$ cat config.mk
export PLATFORM = sky130hd
export DESIGN_NAME = audio_sample_feeder
export DESIGN_NICKNAME = d
export VERILOG_FILES = /design/src/rtl/audio_sample_feeder.sv
export SDC_FILE = /design/constraint.sdc
export NUM_CORES = 1
export LEC_CHECK = 0
export CORE_UTILIZATION = 38
export CTS_CLUSTER_DIAMETER = 60
export DETAILED_ROUTE_END_ITERATION = 6
export SLEW_MARGIN = 10
export SYNTH_ARGS = -nofsm -noshare
export SYNTH_HDL_FRONTEND = slang
export SYNTH_SLANG_ARGS = --single-unit
$ cat constraint.sdc
create_clock -name clk -period 7.7 [get_ports clk]
set_clock_uncertainty 0.2 [all_clocks]
set_input_delay 1.155 -clock clk [delete_from_list [all_inputs] [get_ports clk]]
set_output_delay 1.155 -clock clk [all_outputs]
set_load 0.005 [all_outputs]
$ cat src/rtl/audio_sample_feeder.sv
// Serial audio receiver, sample FIFO and fixed-rate sample release for the FM modulator.
// Optional build macro: UNDERFLOW_MUTE_EN (drive audio to 0 on an underflow tick).
module audio_sample_feeder #(
    parameter int A          = 8,
    parameter int DIV        = 1250,
    parameter int DEPTH_LOG2 = 2
) (
    input  logic                  clk,
    input  logic                  rst_n,
    input  logic                  sclk,
    input  logic                  sdi,
    input  logic                  cs_n,
    input  logic                  clr_flags,
    output logic signed [A-1:0]   audio,
    output logic                  sample_stb,
    output logic [DEPTH_LOG2:0]   fifo_level,
    output logic                  ovf,
    output logic                  unf
);

    localparam int DEPTH = 1 << DEPTH_LOG2;
    localparam int DW    = (DIV > 1) ? $clog2(DIV) : 1;
    localparam int BW    = (A > 1) ? $clog2(A) : 1;

    localparam logic [DW-1:0]         DIV_LAST   = DW'(DIV - 1);
    localparam logic [BW-1:0]         BIT_LAST   = BW'(A - 1);
    localparam logic [DEPTH_LOG2:0]   LEVEL_FULL = (DEPTH_LOG2 + 1)'(DEPTH);

    logic               sclk_meta, sclk_sync, sclk_prev;
    logic               sdi_meta, sdi_sync;
    logic               cs_meta, cs_sync;
    logic               sclk_rise;

    logic [A-1:0]       shift_reg;
    logic [A-1:0]       shift_next;
    logic [BW-1:0]      bit_cnt;
    logic               push_req;
    logic [A-1:0]       push_word;

    logic [DW-1:0]      div_cnt;
    logic               tick;

    logic [A-1:0]       mem [DEPTH];
    logic [DEPTH_LOG2-1:0] wr_ptr, rd_ptr;
    logic [DEPTH_LOG2:0]   level;
    logic               fifo_empty, fifo_full;
    logic               pop, wr_en;

    // cs_n synchroniser idles high so a reset never looks like an open frame
    always_ff @(posedge clk or negedge rst_n) begin
        if (!rst_n) begin
            sclk_meta <= 1'b0;
            sclk_sync <= 1'b0;
            sclk_prev <= 1'b0;
            sdi_meta  <= 1'b0;
            sdi_sync  <= 1'b0;
            cs_meta   <= 1'b1;
            cs_sync   <= 1'b1;
        end else begin
            sclk_meta <= sclk;
            sclk_sync <= sclk_meta;
            sclk_prev <= sclk_sync;
            sdi_meta  <= sdi;
            sdi_sync  <= sdi_meta;
            cs_meta   <= cs_n;
            cs_sync   <= cs_meta;
        end
    end

    assign sclk_rise  = sclk_sync & ~sclk_prev;
    assign shift_next = {shift_reg[A-2:0], sdi_sync};

    always_ff @(posedge clk or negedge rst_n) begin
        if (!rst_n) begin
            shift_reg <= '0;
            bit_cnt   <= '0;
            push_req  <= 1'b0;
            push_word <= '0;
        end else begin
            push_req <= 1'b0;
            if (cs_sync) begin
                bit_cnt <= '0;
            end else if (sclk_rise) begin
                shift_reg <= shift_next;
                if (bit_cnt == BIT_LAST) begin
                    bit_cnt   <= '0;
                    push_req  <= 1'b1;
                    push_word <= shift_next;
                end else begin
                    bit_cnt <= bit_cnt + BW'(1);
                end
            end
        end
    end

    assign tick = (div_cnt == DIV_LAST);

    always_ff @(posedge clk or negedge rst_n) begin
        if (!rst_n) begin
            div_cnt <= '0;
        end else if (tick) begin
            div_cnt <= '0;
        end else begin
            div_cnt <= div_cnt + DW'(1);
        end
    end

    // A full FIFO still accepts a word when a pop frees a slot in the same cycle
    assign fifo_empty = (level == '0);
    assign fifo_full  = (level == LEVEL_FULL);
    assign pop        = tick & ~fifo_empty;
    assign wr_en      = push_req & (~fifo_full | pop);

    always_ff @(posedge clk) begin
        if (wr_en) begin
            mem[wr_ptr] <= push_word;
        end
    end

    always_ff @(posedge clk or negedge rst_n) begin
        if (!rst_n) begin
            wr_ptr <= '0;
            rd_ptr <= '0;
            level  <= '0;
        end else begin
            if (wr_en) begin
                wr_ptr <= wr_ptr + DEPTH_LOG2'(1);
            end
            if (pop) begin
                rd_ptr <= rd_ptr + DEPTH_LOG2'(1);
            end
            case ({wr_en, pop})
                2'b10:   level <= level + (DEPTH_LOG2 + 1)'(1);
                2'b01:   level <= level - (DEPTH_LOG2 + 1)'(1);
                default: level <= level;
            endcase
        end
    end

    always_ff @(posedge clk or negedge rst_n) begin
        if (!rst_n) begin
            audio      <= '0;
            sample_stb <= 1'b0;
        end else begin
            sample_stb <= pop;
            if (pop) begin
                audio <= mem[rd_ptr];
            end
`ifdef UNDERFLOW_MUTE_EN
            else if (tick) begin
                audio <= '0;
            end
`endif
        end
    end

    // Set conditions take priority over clr_flags
    always_ff @(posedge clk or negedge rst_n) begin
        if (!rst_n) begin
            ovf <= 1'b0;
            unf <= 1'b0;
        end else begin
            if (push_req && fifo_full && !pop) begin
                ovf <= 1'b1;
            end else if (clr_flags) begin
                ovf <= 1'b0;
            end
            if (tick && fifo_empty) begin
                unf <= 1'b1;
            end else if (clr_flags) begin
                unf <= 1'b0;
            end
        end
    end

    assign fifo_level = level;

endmodule

**Yosys cells after proc, flatten, opt, wreduce, memory -nomap -nowiden**

Memory sizes are Yosys's and may differ from the RTL's. A register that Yosys moved wholly into a read port is not among the register bits.
Index checks and enable logic that the tools add are counted.
W data, S select, Z words.

- Add/sub/neg operators: 6
- Eq/ne operators: 5
- Muxes and demuxes: 13
- Bitwise operators: 8
- Reduce and logical (&&, ||, !) cells: 12

Operators by type and width:

| cell | count |
|---|---|
| $add A11 B1 Y11 const B | 1 |
| $eq A11 B11 Y1 const B | 1 |
| $mux W11 | 1 |
| $mux W3 | 3 |
| $mux W1 | 8 |
| $reduce_bool A2 Y1 | 4 |
| $add A3 B1 Y3 const B | 2 |
| $eq A3 B3 Y1 const B | 2 |
| $pmux W3 S2 | 1 |
| $add A2 B1 Y2 const B | 2 |
| $not A1 Y1 | 4 |
| $and A1 B1 Y1 | 3 |
| $logic_and A1 B1 Y1 | 3 |
| $logic_not A3 Y1 | 1 |
| $reduce_and A3 Y1 | 1 |
| $sub A3 B1 Y3 const B | 1 |
| $eq A2 B1 Y1 const B | 1 |
| $eq A2 B2 Y1 const B | 1 |
| $logic_not A1 Y1 | 2 |
| $reduce_and A2 Y1 | 1 |
| $or A1 B1 Y1 | 1 |

- Register bits after elaboration: 47
- RAM bits: 32
- Bits of input ports: 6
- Output and inout port bits: 14
- Word-level logic and storage cells: 63
- Memories: 1

Memories:

| memory | depth | bits a word | read ports | clocked after memory_dff | wr ports | RTL line | RTL |
|---|---|---|---|---|---|---|---|
| mem | 4 | 8 | 1 | 1 | 1 | 43 | `logic [A-1:0] mem [DEPTH];` |

**Longest topological paths before layout**

- Word-level depth: 7
- Depth in mapped cells: 11
- Depth with buffers taken out: 10

**Worst setup path after synthesis**

Ideal clock, no wire load.

- Kind: register -> register
- Start point: register div_cnt[1]
- End point: register level[1] (netlist: fifo_level[1])
- Library setup time: 0.071 ns
- Arrival time: 2.242 ns
- Required time: 7.429 ns
- Slack: 5.187 ns
- Stages on the path, launching flop included: 10
- Buffers on the path: 1
- Clock period less this slack: 2.513 ns
- Cell sequence: dfrtp_1 -> inv_1 -> ha_1 -> and4bb_4 -> nand4_2 -> buf_6 -> or2_2 -> fa_1 -> or3_1 -> nand4_1

- Cells in the longest elaborated chain, start to end: 6
- Elaborated cells on any way between the ends: 8
- Classes of those cells: eq/ne: 3; mux: 1; bitwise: 3; reduce/logical: 1

Ends and longest elaborated chain:

| item | RTL line | RTL |
|---|---|---|
| start, declared | 40 | `logic [DW-1:0] div_cnt;` |
| start signal, assigned | 104 | `div_cnt <= div_cnt + DW'(1);` |
| $eq A11 B11 Y1 (*) | 96 | `assign tick = (div_cnt == DIV_LAST);` |
| $and A1 B1 Y1 (*) | 111 | `assign pop = tick & ~fifo_empty;` |
| $or A1 B1 Y1 | 112 | `assign wr_en = push_req & (~fifo_full \| pop);` |
| $and A1 B1 Y1 | 112 |  |
| $eq A2 B1 Y1 / $eq A2 B2 Y1 (equally long branches) | 132 | `case ({wr_en, pop})` |
| $pmux W3 S2 / $reduce_bool A2 Y1 (equally long branches) | - |  |
| end signal, assigned | 133 | `2'b10: level <= level + (DEPTH_LOG2 + 1)'(1);` |
| end signal, assigned | 134 | `2'b01: level <= level - (DEPTH_LOG2 + 1)'(1);` |
| end signal, assigned | 135 | `default: level <= level;` |
| end, declared | 45 | `logic [DEPTH_LOG2:0] level;` |

Every way passes the cells marked *; elsewhere a longest branch is shown, timed or not.
A chain may end at the register's enable or synchronous reset.

**Final worst setup path**

- Start point: register div_cnt[1]
- End point: register level[2] (netlist: fifo_level[2])

The elaborated chain is that of the path after synthesis.

==> impl_metrics.ini <==
[detailed_routing]
antenna_left = 0
wirelength_um = 5060
wl_met3_um = 169
num_vias = 1761
wl_met2_um = 2320
highest_layer = met4
first_iter_violations = 44
wl_per_cell_um = 14.1
routed_via_density = 4.92
post-route-drc-count = 0
met1_length_um = 2490
firstDrtPassIters = 4

[worst_setup_path]
crit_slowest_cell = or2_2
crit_path_start_kind = flop
arrival_ns = 2.83
crit_chain = inv_1, ha_1, and4bb_4, nand4_2, or2_2, fa_1, nor4b_1, o31ai_1
endpoint_kind = flop
reg2reg_depth = 8
r2r_slack_ns = 4.89
r2r_end = fifo_level[2]
max_stage_delay_ns = 0.42
cp_max_fo = 13
crit_type = reg -> reg
cp_data_required_time_ns = 7.72
r2r_start = div_cnt[1]

[clocking]
path_clk_slew_ns = 0.08
clkLatencyLatePin_ns = 0.35
cts_root_buf = clkbuf_8
cts.htree.levels = 3
post-cts-setup-buffer-count = 0
cts_buffer_depth = 2
hold_buffers = 0
cts_tree = built
cts_buffers = 9
cts_resized = 0
cts_sinks = 87

[min_path]
whs_endpoint = sclk_sync
min_path_type = reg -> reg
min-delay-start = sclk_meta
min_path_cells = 0

[sta]
max_slew_margin = 0.530
whs_ns = 0.153
fin_crit_ns = 2.81
maxSlewViolCount = 0
hold_violations = 0
post-route-period-util = 0.364
fmax_ghz = 0.356
setup_viol = 0
max_slew.worst_pin.slew_ns = 0.705
rsz0062_at_grt = false
fin_setup_tns_ns = 0

[final_layout]
multi_input_comb_area_mm2 = 0.00112
nFillCells = 780
synthToLayoutAreaGrowth_pct = 13.1
drive_gt1_frac = 0.244
regArea_mm2 = 0.00234
largestRegisters = mem x32, div_cnt x11
num_antenna_cells = 0
largest-register = mem
largest_reg_flops = 32
fin_nets = 260

[yosys]
ys_async_sr_fraction = 0.632
syn-num-nets = 237
yosysUniqueCellTypes = 47
synth_top_area_cell = dfrtp_1
avgSynthCellArea_um2 = 16.0
synth_area_mm2 = 0.00356
synth_edf_count = 32
yosys.area.top_type_share = 0.373
synthFlopType = dfrtp_1
synth_seq_area_share = 0.658
yosys_warnings = 0
ys_top_cells_by_area = dfrtp_1 37%, edfxtp_1 27%, mux2_2 7.0%, mux4_2 5.1%, ha_1 2.8%
synth-seq-cells = 87
syn-instance-count = 222

[floorplanning]
ios = 20
die_area_mm2 = 0.00975
die_h_um = 98.7
initial_core_util = 0.400
die_width_um = 98.7
coreArea_mm2 = 0.00889
rows = 34

[pwr]
ir_drop_v = 0.0000987
p_per_area_mw_per_mm2 = 212
total_power_w = 0.000854
power.leakage_nw = 1.58

[global_routing]
grt_pass1_wl_um = 8980
grt-ovfl-total = 0
grt_pass1_vias = 1822
grt_use_total = 0.122
antenna_found_initial = 0
grt_max_degree = 56

[place]
gp_congestion = 0.719
io_buffers = 19
place_hpwl_um = 3350

[run_status]
status = complete, no violations

[run]
cap_viol_max_count = 0
placed cells by master, fill, tap and decap left out, types with 2 or more instances in the layout:
master / count
clkbuf_8: 9
o22ai_1: 2
inv_1: 9
nand2_1: 5
and2_1: 5
mux2_2: 22
nor2_1: 11
a21oi_1: 2
nand3_1: 8
clkdlybuf4s50_1: 18
nand2b_1: 2
xnor2_1: 11
edfxtp_1: 32
mux2i_1: 3
and3_4: 2
ha_1: 8
dfrtp_1: 53
xor2_1: 2
inv_6: 2
nand4_1: 2
mux4_2: 8
mux2_4: 2
nor3_1: 3
dfstp_2: 2
where the power goes:
group          switching [W]  internal [W]  total (W)
logic              0.0000105     0.0000147  0.0000252
registers          0.0000104      0.000495   0.000505
clock network       0.000168      0.000155   0.000323
worst max-delay path, delay by kind of cell, from the launching register on:
family | cells | cell delay [ns]
buf+inv | 1 | 0.06
fa+ha+maj | 2 | 0.56
simple gates | 4 | 1.34
compound gates | 1 | 0.12
flops | 1 | 0.41
synthesized netlist by cell type, drive strengths merged, types with 2 or more instances:
cell / count
nor3: 4
nand2b: 2
dfstp: 2
nand2: 5
a21oi: 2
mux2i: 3
xnor2: 11
ha: 8
or3: 3
dfrtp: 53
nand4: 3
nor2: 12
xor2: 2
mux2: 24
o22ai: 2
nand3: 8
and3: 3
inv: 9
edfxtp: 32
mux4: 8
buf: 7
and2: 5
through the flow:
step                std cells  instance area (µm²)  setup WS, ns   util
global route              358                 4020          4.70  0.452
global placement          342                 3820          4.97  0.429
CTS                       358                 4020          4.87  0.452
detailed placement        342                 3820          4.89  0.429
finish                    358                 4020          4.89  0.452
floorplan                 222                 3560          5.19      -
logic make-up (layout without fill, tap and decap cells):
logic type      Yosys count  count (layout)  synth area share
buf+inv                  17              45            0.0281
xor+xnor                 13              13            0.0320
simple gates             52              52            0.0922
fa+ha+maj                 9               9            0.0338
compound gates            9               9            0.0186
mux                      35              35             0.137
flops                    87              87             0.658
routing by layer:
metal / global-route usage / vias to the layer above
li1: - / 847
met1: 0.162 / 875
met2: 0.187 / 31
met3: 0.0298 / 8
met4: 0.0620 / 0
met5: 0 / -
area by class of cell:
cell class,instances,share of cell area
Multi-Input combinational cell,118,0.278
Tap cell,108,0.0336
Sequential cell,87,0.582
Timing Repair Buffer,20,0.0479
Clock inverter,6,0.0187
Inverter,9,0.00840
Clock buffer,10,0.0317
worst max-delay path by stage:
stage,startpoint,endpoint,slack (ns),cells after the start
floorplan,div_cnt[1],fifo_level[1],5.19,9
global placement,div_cnt[1],fifo_level[2],4.97,8
detailed placement,div_cnt[1],fifo_level[2],4.89,8
CTS,div_cnt[1],fifo_level[2],4.87,8
global route,div_cnt[1],fifo_level[2],4.70,8
finish,div_cnt[1],fifo_level[2],4.89,8
Power figures use the tool's default switching activity.
